`src/rtl/axi_burst_master.sv`:
```
// AXI4 burst master: executes one read or write burst per accepted command,
// captures read beats in a local buffer and reports a worst-case response on done.
module axi_burst_master #(
  parameter int ADDR_W  = 32,
  parameter int DATA_W  = 32,
  parameter int MAX_LEN = 16,
  localparam int LEN_W  = (MAX_LEN > 1) ? $clog2(MAX_LEN) : 1,
  localparam int STRB_W = DATA_W / 8
) (
  input  logic              aclk,
  input  logic              areset,
  input  logic              cmd_valid,
  output logic              cmd_ready,
  input  logic              cmd_write,
  input  logic [ADDR_W-1:0] cmd_addr,
  input  logic [LEN_W-1:0]  cmd_len,
  input  logic [1:0]        cmd_burst,
  input  logic [DATA_W-1:0] cmd_wbase,
  output logic              done,
  output logic [1:0]        done_resp,
  output logic              len_err,
  output logic              cmd_err,
  input  logic [LEN_W-1:0]  rbuf_idx,
  output logic [DATA_W-1:0] rbuf_data,
  output logic [ADDR_W-1:0] araddr,
  output logic [7:0]        arlen,
  output logic [2:0]        arsize,
  output logic [1:0]        arburst,
  output logic              arvalid,
  input  logic              arready,
  input  logic [DATA_W-1:0] rdata,
  input  logic [1:0]        rresp,
  input  logic              rlast,
  input  logic              rvalid,
  output logic              rready,
  output logic [ADDR_W-1:0] awaddr,
  output logic [7:0]        awlen,
  output logic [2:0]        awsize,
  output logic [1:0]        awburst,
  output logic              awvalid,
  input  logic              awready,
  output logic [DATA_W-1:0] wdata,
  output logic [STRB_W-1:0] wstrb,
  output logic              wlast,
  output logic              wvalid,
  input  logic              wready,
  input  logic [1:0]        bresp,
  input  logic              bvalid,
  output logic              bready
);

  localparam int        BYTE_SHIFT = $clog2(STRB_W);
  localparam logic [2:0] AX_SIZE   = 3'(BYTE_SHIFT);

  typedef enum logic [2:0] {
    S_IDLE, S_CHECK, S_RADDR, S_RDATA, S_WADDR, S_WDATA, S_WRESP, S_DONE
  } state_t;

  state_t              state_q, state_d;
  logic                write_q, write_d;
  logic [ADDR_W-1:0]   addr_q, addr_d;
  logic [LEN_W-1:0]    len_q, len_d;
  logic [1:0]          burst_q, burst_d;
  logic [DATA_W-1:0]   wbase_q, wbase_d;
  logic [LEN_W-1:0]    beat_q, beat_d;
  logic [1:0]          resp_q, resp_d;
  logic                len_err_q, len_err_d;
  logic                cmd_err_q, cmd_err_d;
  logic [13:0]         span_s;
  logic                cross_4k_s;
  logic                last_beat_s;
  logic [DATA_W-1:0]   rbuf_q [2**LEN_W];

  function automatic logic [1:0] resp_max(input logic [1:0] a, input logic [1:0] b);
    return (a > b) ? a : b;
  endfunction

  // End offset of an INCR burst within its 4 KB page; anything above 4096 crosses the page.
  assign span_s      = {2'b00, addr_q[11:0]} + ((14'(len_q) + 14'd1) << BYTE_SHIFT);
  assign cross_4k_s  = (burst_q == 2'b01) && (span_s > 14'd4096);
  assign last_beat_s = (beat_q == len_q);

  // Next-state and datapath update logic
  always_comb begin
    state_d   = state_q;
    write_d   = write_q;
    addr_d    = addr_q;
    len_d     = len_q;
    burst_d   = burst_q;
    wbase_d   = wbase_q;
    beat_d    = beat_q;
    resp_d    = resp_q;
    len_err_d = len_err_q;
    cmd_err_d = cmd_err_q;
    case (state_q)
      S_IDLE: begin
        if (cmd_valid) begin
          write_d   = cmd_write;
          addr_d    = cmd_addr;
          len_d     = cmd_len;
          burst_d   = cmd_burst;
          wbase_d   = cmd_wbase;
          beat_d    = '0;
          resp_d    = 2'b00;
          len_err_d = 1'b0;
          cmd_err_d = 1'b0;
          state_d   = S_CHECK;
        end else begin
          state_d = S_IDLE;
        end
      end
      S_CHECK: begin
        if (burst_q[1] || cross_4k_s) begin
          cmd_err_d = 1'b1;
          resp_d    = 2'b10;
          state_d   = S_DONE;
        end else if (write_q) begin
          state_d = S_WADDR;
        end else begin
          state_d = S_RADDR;
        end
      end
      S_RADDR: begin
        if (arready) begin
          state_d = S_RDATA;
        end else begin
          state_d = S_RADDR;
        end
      end
      S_RDATA: begin
        if (rvalid) begin
          beat_d = beat_q + LEN_W'(1);
          resp_d = resp_max(resp_q, rresp);
          if (rlast || last_beat_s) begin
            len_err_d = rlast ^ last_beat_s;
            state_d   = S_DONE;
          end else begin
            state_d = S_RDATA;
          end
        end else begin
          state_d = S_RDATA;
        end
      end
      S_WADDR: begin
        if (awready) begin
          state_d = S_WDATA;
        end else begin
          state_d = S_WADDR;
        end
      end
      S_WDATA: begin
        if (wready && last_beat_s) begin
          state_d = S_WRESP;
        end else if (wready) begin
          beat_d = beat_q + LEN_W'(1);
        end else begin
          state_d = S_WDATA;
        end
      end
      S_WRESP: begin
        if (bvalid) begin
          resp_d  = resp_max(resp_q, bresp);
          state_d = S_DONE;
        end else begin
          state_d = S_WRESP;
        end
      end
      S_DONE:  state_d = S_IDLE;
      default: state_d = S_IDLE;
    endcase
  end

  // Control and command registers
  always_ff @(posedge aclk or posedge areset) begin
    if (areset) begin
      state_q   <= S_IDLE;
      write_q   <= 1'b0;
      addr_q    <= '0;
      len_q     <= '0;
      burst_q   <= 2'b00;
      wbase_q   <= '0;
      beat_q    <= '0;
      resp_q    <= 2'b00;
      len_err_q <= 1'b0;
      cmd_err_q <= 1'b0;
    end else begin
      state_q   <= state_d;
      write_q   <= write_d;
      addr_q    <= addr_d;
      len_q     <= len_d;
      burst_q   <= burst_d;
      wbase_q   <= wbase_d;
      beat_q    <= beat_d;
      resp_q    <= resp_d;
      len_err_q <= len_err_d;
      cmd_err_q <= cmd_err_d;
    end
  end

  // Read-beat buffer; intentionally not reset so stale entries survive
  always_ff @(posedge aclk) begin
    if ((state_q == S_RDATA) && rvalid) begin
      rbuf_q[beat_q] <= rdata;
    end
  end

  assign rbuf_data = rbuf_q[rbuf_idx];
  assign cmd_ready = (state_q == S_IDLE);

  assign arvalid = (state_q == S_RADDR);
  assign araddr  = arvalid ? addr_q : '0;
  assign arlen   = 8'(len_q);
  assign arsize  = AX_SIZE;
  assign arburst = burst_q;
  assign rready  = (state_q == S_RDATA);

  assign awvalid = (state_q == S_WADDR);
  assign awaddr  = awvalid ? addr_q : '0;
  assign awlen   = 8'(len_q);
  assign awsize  = AX_SIZE;
  assign awburst = burst_q;

  assign wvalid = (state_q == S_WDATA);
  assign wdata  = wvalid ? (wbase_q + DATA_W'(beat_q)) : '0;
  assign wstrb  = '1;
  assign wlast  = wvalid && last_beat_s;
  assign bready = (state_q == S_WRESP);

  assign done      = (state_q == S_DONE);
  assign done_resp = done ? resp_q : 2'b00;
  assign len_err   = done && len_err_q;
  assign cmd_err   = done && cmd_err_q;

endmodule
```
`config.mk`:
```
export PLATFORM = sky130hd
export DESIGN_NAME = axi_burst_master
export DESIGN_NICKNAME = d
export VERILOG_FILES = /design/src/rtl/axi_burst_master.sv
export SDC_FILE = /design/constraint.sdc
export NUM_CORES = 1
export LEC_CHECK = 0
export CORE_ASPECT_RATIO = 0.5
export CORE_MARGIN = 4
export CORE_UTILIZATION = 40
export DETAILED_ROUTE_END_ITERATION = 7
export PLACE_DENSITY_LB_ADDON = 0.2
export SYNTH_ARGS = -nofsm -noshare
export SYNTH_HDL_FRONTEND = slang
export SYNTH_SLANG_ARGS = --single-unit
```
`constraint.sdc`:
```
create_clock -name aclk -period 10.96 [get_ports aclk]
set_input_delay 3.288 -clock aclk [delete_from_list [all_inputs] [get_ports aclk]]
set_output_delay 3.288 -clock aclk [all_outputs]
set_load 0.03 [all_outputs]
```
# After elaboration in Yosys (flattened, before gate mapping)
# Memories as Yosys holds them, arrays and structs flattened.
# Index checks and enable logic that the tools add are counted.
[classes]
n_mux = 35
addsub = 4
bitwise_logic = 1
shift = 0
order_cmp = 3
div_mod_pow = 0
n_mul = 0
eq_ne = 19
reduce_logical = 18
[ops]
columns = ["operator", "n"]
rows = [
  ["two-way mux 32 bit", 3],
  ["adder 32 x 4 -> 32 bit", 1],
  ["one-hot mux 3 bit (8 select lines)", 1],
  ["two-way mux 3 bit", 6],
  ["two-way mux 4 bit", 4],
  ["two-way mux 2 bit", 7],
  ["inequality test 2 bit (second input constant)", 7],
  ["adder 12 x 7 -> 13 bit", 1],
  ["> comparator 13 bit (second input constant)", 1],
  ["== test 3 bit (second input constant)", 4],
  ["one-hot mux 4 bit (3 select lines)", 1],
  ["two-way mux 1 bit", 10],
  ["one-hot mux 2 bit (4 select lines)", 1],
  ["AND reduction 7 bit", 1],
  ["== test 3 x 2 -> 1 bit (second input constant)", 2],
  ["logical AND 1 bit", 6],
  ["adder 4 x 1 -> 5 bit (second input constant)", 1],
  ["AND reduction 5 bit", 1],
  ["adder 4 x 1 -> 4 bit (second input constant)", 1],
  ["== test 4 bit", 1],
  ["> comparator 2 bit", 2],
  ["inequality test 2 x 1 -> 1 bit (second input constant)", 2],
  ["one-hot mux 1 bit (2 select lines)", 2],
  ["AND reduction 4 bit", 1],
  ["11 further kinds", 13],
]
[totals]
ff_bits = 82
ramBits = 512
n_memories = 1
inputBits = 120
output_inout_bits = 170
latch_bits = 0
rom_bits = 0
word_cells = 91
[memory_table]
columns = ["name", "words", "word_bits", "read_ports", "rd_ports_with_merged_regs", "wr", "line", "rtl"]
rows = [
  ["rbuf_q", 16, 32, 1, 0, 1, "72", "logic [DATA_W-1:0] rbuf_q [2**LEN_W];"],
]

# Longest topological paths before layout
[depth]
word_depth = 7
depth_mapped = 9
ltp_nobuf = 8

# Worst setup path before layout
# No wires, ideal clock.
[synth_path]
path_type = "input to output"
startpoint = "in rbuf_idx[1]"
endpoint = "out rbuf_data[11]"
t_required_ns = 7.672
path_buffers = 2
setup_slack_ns = 2.795
cell_stages = 4
arrival_time_ns = 4.877
path_cell_list = "clkbuf_1 clkbuf_1 mux4_2 mux4_2"
[synth_via]
elab_chain_len = 1
[synth_lines]
columns = ["item", "line", "rtl"]
rows = [
  ["start: declaration", "23", "input logic [LEN_W-1:0] rbuf_idx,"],
  ["memory read (16 x 32 bit)", "-", ""],
  ["end: declaration", "24", "output logic [DATA_W-1:0] rbuf_data,"],
]
# No other way between the ends.

# Final worst setup path
[layout_path]
startpoint = "in rbuf_idx[0]"
endpoint = "out rbuf_data[18]"
# The elaborated chain is that of the path after synthesis.

==> results.py <==
metrics = {
    "detailed_routing": {
        "routed_via_density": 5.23,
        "detailroute.via_count": 13400,
        "routedWlPerCell_um": 23.1,
        "drtAntennaViolNets": 0,
        "routed_wirelength_mm": 59.1,
        "initialDrtViolationCount": 1051,
        "drt_pre_antenna_iters": 5,
        "detail_route.drc_violations": 0,
    },
    "final_layout": {
        "layout.cells.most_common_list": "sky130_fd_sc_hd__edfxtp_1, sky130_fd_sc_hd__clkdlybuf4s50_1, sky130_fd_sc_hd__nand2_1",
        "layout_overhead_on_the_synthesized_area_pct": 21.5,
        "antennaDiodeCount": 0,
        "fill_cells": 5122,
        "final_layout_size_suffix_gt1_frac": 0.174,
        "final-seq-area_um2": 17400,
        "layout_commonest_cell": "sky130_fd_sc_hd__edfxtp_1",
        "layout.core_utilization": 0.491,
        "multiInputGateArea_um2": 6820,
        "num-nets-final": 1831,
    },
    "clock_network": {
        "clockBufferDepth": 3,
        "clkLatencyLatePin_ns": 0.59,
        "htree_levels": 2,
        "cts_tree": "built",
        "cts_num_sinks": 594,
        "cts-resized-gates": 0,
        "post-cts-setup-buffer-count": 0,
        "ctsRootBufferMaster": "sky130_fd_sc_hd__clkbuf_16",
        "cts_inserted_buffers": 53,
        "clock_transition_at_the_registers_of_the_reported_paths_ns": 0.06,
        "cts_hold_buffers": 0,
    },
    "floorplan": {
        "coreArea_um2": 61100,
        "placementRows": 64,
        "fp.dieArea_um2": 66000,
        "fp.dieH_um": 184,
        "initial_core_util": 0.404,
        "die_w_um": 359,
        "num_io_pins": 290,
    },
    "setup_path": {
        "critical_path.startpoint_type": "input pin",
        "reg2reg_depth": 6,
        "r2r_setup_slack_ns": 7.60,
        "cp_data_arrival_time_ns": 5.94,
        "crit_required_ns": 7.67,
        "setup.worst_path.class": "input pin to output pin",
        "timing.critical_path.fanout_max": 51,
        "timing.rr.end": "rbuf_q[13][21]",
        "timing.rr.start": "state_q[2]",
        "setup.worst_path.end_class": "output pin",
    },
    "hold_path": {
        "worst_hold_path.endpoint": "wbase_q[2]",
        "min-delay-start": "wbase_q[2]",
        "worstHoldPathType": "register to register",
        "min_delay_path_depth": 2,
    },
    "power": {
        "sequential_power_share": 0.481,
        "totalPowerFinal_uw": 6110,
        "share_comb_of_total_power": 0.218,
        "power.share.clock": 0.301,
        "static-leakage-power_uw": 0.0104,
        "power.switching_uw": 1840,
        "power.share.switching": 0.301,
        "max-vdd-ir-drop_mv": 0.140,
        "internal-power_uw": 4270,
        "power.density_cell_area_nw_per_um2": 204,
    },
    "timing": {
        "finalSetupViolCount": 0,
        "fmax_mhz": 108,
        "max_slew_margin": 0.235,
        "final_worst_path_period_share": 0.842,
        "rsz0062_at_grt": "no",
        "finalSetupTns_ns": 0,
        "hold_viol": 0,
        "worst-slew-pin-transition_ns": 1.14,
        "final.min_clock_period_ns": 9.23,
        "report.final.slew_viol_count": 0,
        "clock_skew_ns": 0.0182,
    },
    "global_route": {
        "first_global_vias": 14000,
        "grt_pass1_wl_mm": 88.7,
        "grt_max_degree": 74,
        "initial_antenna_violation_count": 1,
        "grt-busiest-layer": "met2",
        "grt.met3_usage": 0.0440,
        "gr-usage-met1": 0.252,
        "grtUsageMet2": 0.286,
        "gr-total-overflow": 0,
        "grt_usage": 0.178,
    },
    "synthesis": {
        "postSynth.asyncResetShare": 0.138,
        "synth_sequential_area_ratio": 0.706,
        "synth_edf_count": 512,
        "post_synth_num_cell_types": 55,
        "mappedNetlistArea_um2": 24700,
        "syn-mean-instance-area_um2": 17.4,
        "dominantRegCellSynth": "sky130_fd_sc_hd__edfxtp_1",
        "ys_ff_latch": 594,
        "synthesis.yosys.warnings": 0,
        "syn_inst": 1416,
    },
    "run": {
        "drv.max_cap_violation_count": 0,
    },
    "placement": {
        "io_buffers": 271,
        "hpwlAfterDp_mm": 33.9,
        "routabilityCongestion": 0.765,
    },
    "status": {
        "run_status": "finished clean",
    },
}
==> cell families after synthesis <==
family	after synthesis	synth area share
and+or+nand+nor	428	0.0805
xor gates and xnor gates	31	0.0110
AOI/OAI and AO/OA	56	0.0147
muxes	170	0.151
adders and majority gates	22	0.0118
DFF	594	0.706
other	2	0.000304
buffers and inverters	113	0.0248
==> state kept, by name, indices dropped and copies added, names as in the netlist <==
signal and count:
rbuf_q 512, cmd_err_q 1, write_q 1, wbase_q 32
len_err_q 1, addr_q 32, arburst 2, len_q 4
resp_q 2, beat_q 4, state_q 3
==> synthesized netlist by cell type (all sizes together), types with 4 or more instances <==
master / n / area, um^2
a21oi: 14 / 70.1
and4: 5 / 46.3
dfrtp: 82 / 2050
edfxtp: 512 / 15400
buf: 64 / 429
inv: 12 / 45.0
nand3: 13 / 65.1
or3: 6 / 37.5
nor2b: 7 / 43.8
mux2i: 6 / 60.1
nor2: 49 / 186
ha: 20 / 250
and3: 40 / 250
xor2: 23 / 201
nand2b: 4 / 25.0
and2: 44 / 275
o21ai: 16 / 80.1
nand4: 11 / 68.8
mux4: 161 / 3630
o211ai: 8 / 65.1
nand2: 234 / 878
nor3: 6 / 30.0
clkbuf: 37 / 139
xnor2: 8 / 70.1
==> layout make-up <==
| type | count | area share |
|---|---|---|
| Sequential cell | 594 | 0.581 |
| Multi-Input combinational cell | 725 | 0.227 |
| Clock buffer | 62 | 0.0454 |
| Timing Repair Buffer | 303 | 0.0994 |
| Inverter | 12 | 0.00154 |
| Tap cell | 825 | 0.0344 |
| Clock inverter | 35 | 0.0107 |
==> metrics by stage <==
step	instance area [um^2]	hold slack, ns	instances	setup slack, ns
after floorplan	24700	0.451	1432	2.79
after global placement	28300	0.473	2459	1.64
after global routing	30000	0.520	2556	1.52
after detailed placement	28300	0.483	2459	1.63
final	30000	0.489	2556	1.73
after CTS	30000	0.502	2556	1.62
==> power groups by stage <==
stage / clock network [uW] / registers, uW / logic, uW
after global routing: 1990 / 2970 / 1470
after floorplan: 0 / 2900 / 906
after CTS: 1890 / 2940 / 1360
after global placement: 0 / 2980 / 1340
after detailed placement: 0 / 2990 / 1350
final: 1840 / 2940 / 1330
==> routing by layer <==
metal,share of wire,wire length [um]
met5,0.00022,13
met4,0.015,863
met3,0.065,3840
met2,0.47,27900
met1,0.45,26400
==> worst max-delay path: stages <==
cell	delay, ns
sky130_fd_sc_hd__clkbuf_8	0.52
sky130_fd_sc_hd__buf_4	0.42
sky130_fd_sc_hd__mux4_2	0.53
sky130_fd_sc_hd__mux4_2	0.51
sky130_fd_sc_hd__clkdlybuf4s50_1	0.61
==> how the worst max path moves through the flow <==
stage          depth (start not counted)  slack (ns)         from             to
3_3_place_gp                           5        1.64  rbuf_idx[0]  rbuf_data[13]
4_1_cts                                5        1.62  rbuf_idx[0]  rbuf_data[13]
2_1_floorplan                          4        2.79  rbuf_idx[1]  rbuf_data[11]
6_report                               5        1.73  rbuf_idx[0]  rbuf_data[18]
5_1_grt                                5        1.52  rbuf_idx[0]  rbuf_data[13]
3_5_place_dp                           5        1.63  rbuf_idx[0]  rbuf_data[13]
Note: power is estimated with default switching activity, not from simulation.
